==> config.mk <==
export PLATFORM = sky130hd
export DESIGN_NAME = pcs_scrambler_hs
export DESIGN_NICKNAME = d
export VERILOG_FILES = /design/src/rtl/pcs_scrambler_hs.sv
export SDC_FILE = /design/constraint.sdc
export NUM_CORES = 1
export LEC_CHECK = 0
export CAP_MARGIN = 20
export CORE_MARGIN = 1.5
export CORE_UTILIZATION = 38
export CTS_CLUSTER_SIZE = 25
export DETAILED_ROUTE_END_ITERATION = 16
export PLACE_DENSITY = 0.66
export SLEW_MARGIN = 20
export SYNTH_ARGS = -nofsm -noshare
export SYNTH_HDL_FRONTEND = slang
export SYNTH_SLANG_ARGS = --single-unit
==> constraint.sdc <==
create_clock -name i_clk -period 1.3 [get_ports i_clk]
set_input_delay 0.13 -clock i_clk [delete_from_list [all_inputs] [get_ports i_clk]]
set_output_delay 0.13 -clock i_clk [all_outputs]
set_load 0.02 [all_outputs]
==> src/rtl/pcs_scrambler_hs.sv <==
// pcs_scrambler_hs: self-synchronous 64b/66b scrambler/descrambler (1+x^39+x^58) with skid buffer; define SCRAMBLER_SEED_LOAD_EN to add runtime LFSR seed load
module pcs_scrambler_hs #(
  parameter int DATA_WIDTH = 32,
  parameter int HDR_WIDTH  = 2
) (
  input  logic                  i_clk,
  input  logic                  i_reset_n,
  input  logic                  i_mode,
  input  logic [DATA_WIDTH-1:0] i_rx_data,
  input  logic                  i_rx_hdr,
  input  logic                  i_rx_data_valid,
  output logic                  o_tx_trdy,
  output logic [DATA_WIDTH-1:0] o_tx_data,
  output logic                  o_tx_hdr,
  output logic                  o_tx_data_valid,
  input  logic                  i_rx_trdy
`ifdef SCRAMBLER_SEED_LOAD_EN
  ,
  input  logic                  i_seed_load,
  input  logic [57:0]           i_seed
`endif
);
  logic [57:0]           lfsr, lfsr_next;
  logic [DATA_WIDTH-1:0] scr_data, skid_data;
  logic                  skid_hdr, skid_valid, skid_next, accept, load_out, to_skid;
  assign accept   = i_rx_data_valid && o_tx_trdy;
  assign load_out = !o_tx_data_valid || i_rx_trdy;
  assign skid_next = load_out ? skid_valid && accept : skid_valid || accept;
  assign to_skid  = accept && (!load_out || skid_valid);
  // Bit-serial scramble of one beat, bit 0 first; header bits bypass without shifting the LFSR
  always_comb begin
    lfsr_next = lfsr;
    scr_data  = '0;
    for (int i = 0; i < DATA_WIDTH; i++) begin
      if (i_rx_hdr && i < HDR_WIDTH) scr_data[i] = i_rx_data[i];
      else begin
        scr_data[i] = i_rx_data[i] ^ lfsr_next[38] ^ lfsr_next[57];
        lfsr_next   = {lfsr_next[56:0], i_mode ? i_rx_data[i] : scr_data[i]};
      end
    end
  end
  // LFSR advances only on accepted beats; a seed load overrides that advance
  always_ff @(posedge i_clk) begin
    if (!i_reset_n) lfsr <= '1;
`ifdef SCRAMBLER_SEED_LOAD_EN
    else if (i_seed_load) lfsr <= i_seed;
`endif
    else if (accept) lfsr <= lfsr_next;
  end
  // Output register plus one-entry skid so upstream ready can be registered
  always_ff @(posedge i_clk) begin
    if (!i_reset_n) begin
      o_tx_data_valid <= 1'b0;
      o_tx_data       <= '0;
      o_tx_hdr        <= 1'b0;
      skid_valid      <= 1'b0;
      skid_data       <= '0;
      skid_hdr        <= 1'b0;
      o_tx_trdy       <= 1'b1;
    end else begin
      if (load_out) begin
        o_tx_data_valid <= skid_valid || accept;
        if (skid_valid) begin
          o_tx_data <= skid_data;
          o_tx_hdr  <= skid_hdr;
        end else if (accept) begin
          o_tx_data <= scr_data;
          o_tx_hdr  <= i_rx_hdr;
        end
      end
      if (to_skid) begin
        skid_data <= scr_data;
        skid_hdr  <= i_rx_hdr;
      end
      skid_valid <= skid_next;
      o_tx_trdy  <= !skid_next;
    end
  end
endmodule

==> run metrics <==
post-synth design cell area=around 6500 um^2; TritonCTS Buffers=17; critical path's most frequent cell=sky130_fd_sc_hd__xnor2_1; DRC viols=0; FF+latch count, synth=127; y dimension of the die=134 um; Worst Slack Setup Final=-0.231 ns; path type of the worst setup path=reg -> reg; clk sink count=127; number of cells traversed by the worst hold path=3; Longest Clk Path Bufs=2; fraction of final layout cells with drive strength greater than 1=between 20% and 30%; initial antenna violation count=0; cell with the largest stage delay on the worst path=sky130_fd_sc_hd__dfxtp_4; number of endpoints with negative hold slack in the final report=0; pre-CTS setup slack=-0.497 ns; Synth area leaders=sky130_fd_sc_hd__dfxtp_1 (39%), sky130_fd_sc_hd__xnor2_1 (9.6%), sky130_fd_sc_hd__mux2i_1 (8.8%); distinct cell type count after synthesis=40; top cell type's share of synthesized area=between 30% and 40%; power density over the cells=approximately 1400 nW/um^2; mean area per synthesized cell=between 9 and 10 um^2; final sum of negative setup slack=-6.02 ns; number of buffers added on ports=between 70 and 80; proportion of register bits with asynchronous set or reset after synthesis=0%; First-pass DRT Iterations=6; per-cell routed wire length=20.6 um; clock latency on the worst-skew pair=approximately 0.43 ns; count of flip-flops with a built-in enable after synthesis=0; leading post-synthesis cells by instance count=sky130_fd_sc_hd__dfxtp_1 (127), sky130_fd_sc_hd__xnor2_1 (71), sky130_fd_sc_hd__mux2i_1 (57), sky130_fd_sc_hd__nand3_1 (55), sky130_fd_sc_hd__a21oi_1 (51); post-DR vias/cell=5.87; Clock Skew=between 0.01 and 0.015 ns; endpoint of the worst hold path=lfsr[33]; CP Launch Type=register; CTS root buffer=sky130_fd_sc_hd__clkbuf_16; fraction of the yosys area taken by sequential cells=roughly two fifths; Slew Viols, Final=0; worst hold slack after final layout=around 0.21 ns; part of the power in the clock network=36.9%; end-of-flow core utilization=56.2%; Crit Reg-Reg Startpoint=lfsr[31]; predominant post-synthesis flop cell=sky130_fd_sc_hd__dfxtp_1; gate count of the mapped netlist=694; Total Routing Usage GR=between 20% and 30%; internal power summed over all cells=just under 9 mW; area growth from synthesis to layout=44.3%; category of the worst setup path capture point=register; Max IR drop VDD=between 1 and 1.5 mV; register-to-register path setup slack=-0.23 ns; via count of the routed design=between 6000 and 7000; RSZ-0062 raised after global routing=yes; via count of the first global-routing pass=between 5000 and 6000; TritonCTS clock tree=done; largest net degree at the start of global routing=61; cell chain of the critical path=xnor2_1 -> mux2i_1 -> xnor2_1 -> o221ai_1; First DRT Iteration DRCs=between 600 and 700; relative slew slack=a little under three quarters; Switching Power=roughly 4.0 mW; wire length of the first global-routing pass=32.2 mm; Layout Nets=865; max frequency=653 MHz; Die X-Extent=roughly 130 um; peak per-stage delay on the critical path=0.39 ns; worst path arrival time=1.83 ns; origin of the worst min-delay path=i_reset_n; H-Tree Level Count=4; count of maximum capacitance violations=0; cell row count=47; sequential cell fraction of total power=between 30% and 40%; result of the run=finished with violations; most area-hungry cell type in the Yosys netlist=sky130_fd_sc_hd__dfxtp_1; largest driver fanout on the critical path=3; number of warnings issued by yosys=0; Antenna Cells=0; leakage component of the power=around 3.7 nW; measured slew at the worst slew-check pin=~0.43 ns; # fillers=1394; final weighted congestion in routability-driven placement=~0.85; area of the core=about 17000 um^2; fin crit period=roughly 1.5 ns; count leader, synth=sky130_fd_sc_hd__dfxtp_1; Die Area=17800 um^2; starting utilization of the core area=between 30% and 40%; total power=about 13 mW; setup violators final=89; Min-Delay Path Class=in -> reg; Required @ worst endpoint=roughly 1.6 ns; final period utilization=118%; number of I/O pins=73; destination of the worst register-to-register timing path=o_tx_data[26]; number of nets in the synthesized netlist=roughly 730; dpl hpwl=13.7 mm; hold-fix buffers at CTS=0; switching power as a share of total power=about 31%; overflow left after global routing=0; violations in the final reports=setup timing; drt total wl=between 20 and 25 mm; clock-pin slew reported for the worst setup and hold paths after clock tree synthesis=0.06 ns; share of power burned in combinational logic=a little over a quarter; Worst Reg-to-Reg Cells=4; Post-DRT Antenna Nets=0
layout make-up:
class / instances / area (um^2) / share of cell area, %
repair buffers: 184 / 1880 / 20.1
flip-flops and latches: 127 / 2610 / 27.9
well taps: 220 / 275 / 2.94
clock buffers: 18 / 429 / 4.59
inverters: 4 / 15.0 / 0.161
multi-input cells: 493 / 4000 / 42.8
clock inverters: 14 / 143 / 1.53
state kept, by name, summed over array words and instances, names as in the netlist:
signal	cells
lfsr	58
o_tx_data	32
skid_data	32
o_tx_data_valid	1
o_tx_hdr	1
o_tx_trdy	1
skid_hdr	1
skid_valid	1
worst max path at each step:
stage | cells past startpoint | slack (ns) | from | to
detailed placement | 5 | -0.50 | i_mode | lfsr[24]
floorplan | 4 | -0.05 | lfsr[52] | lfsr[24]
finish | 4 | -0.23 | lfsr[31] | o_tx_data[26]
CTS | 4 | -0.09 | lfsr[31] | lfsr[24]
global route | 4 | -0.28 | lfsr[31] | o_tx_data[26]
global placement | 5 | -0.47 | i_mode | lfsr[28]
power groups by stage:
stage                     clock network (mW)  registers [mW]  logic [mW]
after floorplan                            0            4.74        1.61
after detailed placement                   0            4.64        2.99
after global routing                    4.94            4.64        3.62
after CTS                               4.73            4.60        3.13
final                                   4.69            4.61        3.41
after global placement                     0            4.63        2.92
logic make-up after synthesis:
family,share of synthesized area [%]
simple gates,13.2
xor+xnor,12.6
mux,8.81
flops,39.3
buf+inv,5.23
compound gates,20.9
per-layer routing:
layer | global-route usage (%) | wire, um | vias to the layer above
li1 | - | - | 2856
met1 | 30.2 | 9340 | 3046
met2 | 38.1 | 10400 | 291
met3 | 4.22 | 1550 | 34
met4 | 7.61 | 538 | 0
met5 | 0 | 0 | -
placed cells by master (no fill, tap or decap), types with 4 or more instances in the layout:
cell,Yosys,routed
sky130_fd_sc_hd__dfxtp_1,127,99
sky130_fd_sc_hd__buf_4,7,77
sky130_fd_sc_hd__nand3_1,55,55
sky130_fd_sc_hd__mux2i_1,57,53
sky130_fd_sc_hd__xnor2_1,71,50
sky130_fd_sc_hd__a21oi_1,51,47
sky130_fd_sc_hd__clkdlybuf4s50_1,0,35
sky130_fd_sc_hd__dlygate4sd2_1,0,35
sky130_fd_sc_hd__nand2_1,31,28
sky130_fd_sc_hd__o31ai_1,30,28
sky130_fd_sc_hd__o211ai_1,26,26
sky130_fd_sc_hd__o21ai_1,1,23
sky130_fd_sc_hd__clkbuf_16,0,23
sky130_fd_sc_hd__nand4b_1,22,22
sky130_fd_sc_hd__o221ai_1,22,21
sky130_fd_sc_hd__xnor2_2,5,20
sky130_fd_sc_hd__nor2_1,18,18
sky130_fd_sc_hd__dfxtp_2,0,17
sky130_fd_sc_hd__buf_6,0,14
sky130_fd_sc_hd__buf_12,0,14
sky130_fd_sc_hd__dfxtp_4,0,11
sky130_fd_sc_hd__xnor2_4,4,10
sky130_fd_sc_hd__or4_1,8,8
sky130_fd_sc_hd__nand4_1,8,8
sky130_fd_sc_hd__o311a_1,8,8
sky130_fd_sc_hd__o22ai_2,0,7
sky130_fd_sc_hd__o22ai_1,14,7
sky130_fd_sc_hd__a211oi_2,6,6
sky130_fd_sc_hd__nor3_1,7,6
sky130_fd_sc_hd__clkinv_2,0,5
sky130_fd_sc_hd__o21ai_2,0,4
sky130_fd_sc_hd__mux2i_2,0,4
sky130_fd_sc_hd__o21ai_0,31,4
metrics by stage:
step	instance area [um^2]	instances
after detailed placement	8020	1001
after global routing	9350	1060
after global placement	8020	1001
after floorplan	6560	694
after CTS	8940	1044
final	9350	1060
repair_timing:
item	4_1_cts	5_1_grt
resized for setup	122	37
endpoints found under the setup margin	118	103
setup buffers	9	9
pin swaps	22	23
cloned	2	7
worst max-delay path: cells and delay by family, from the launching register on:
family	cells	cell delay (ns)
flip-flops	1	0.39
XOR/XNOR	2	0.62
AO/OA/AOI/OAI	1	0.18
multiplexers	1	0.22
Note: power is estimated with default switching activity, not from simulation.
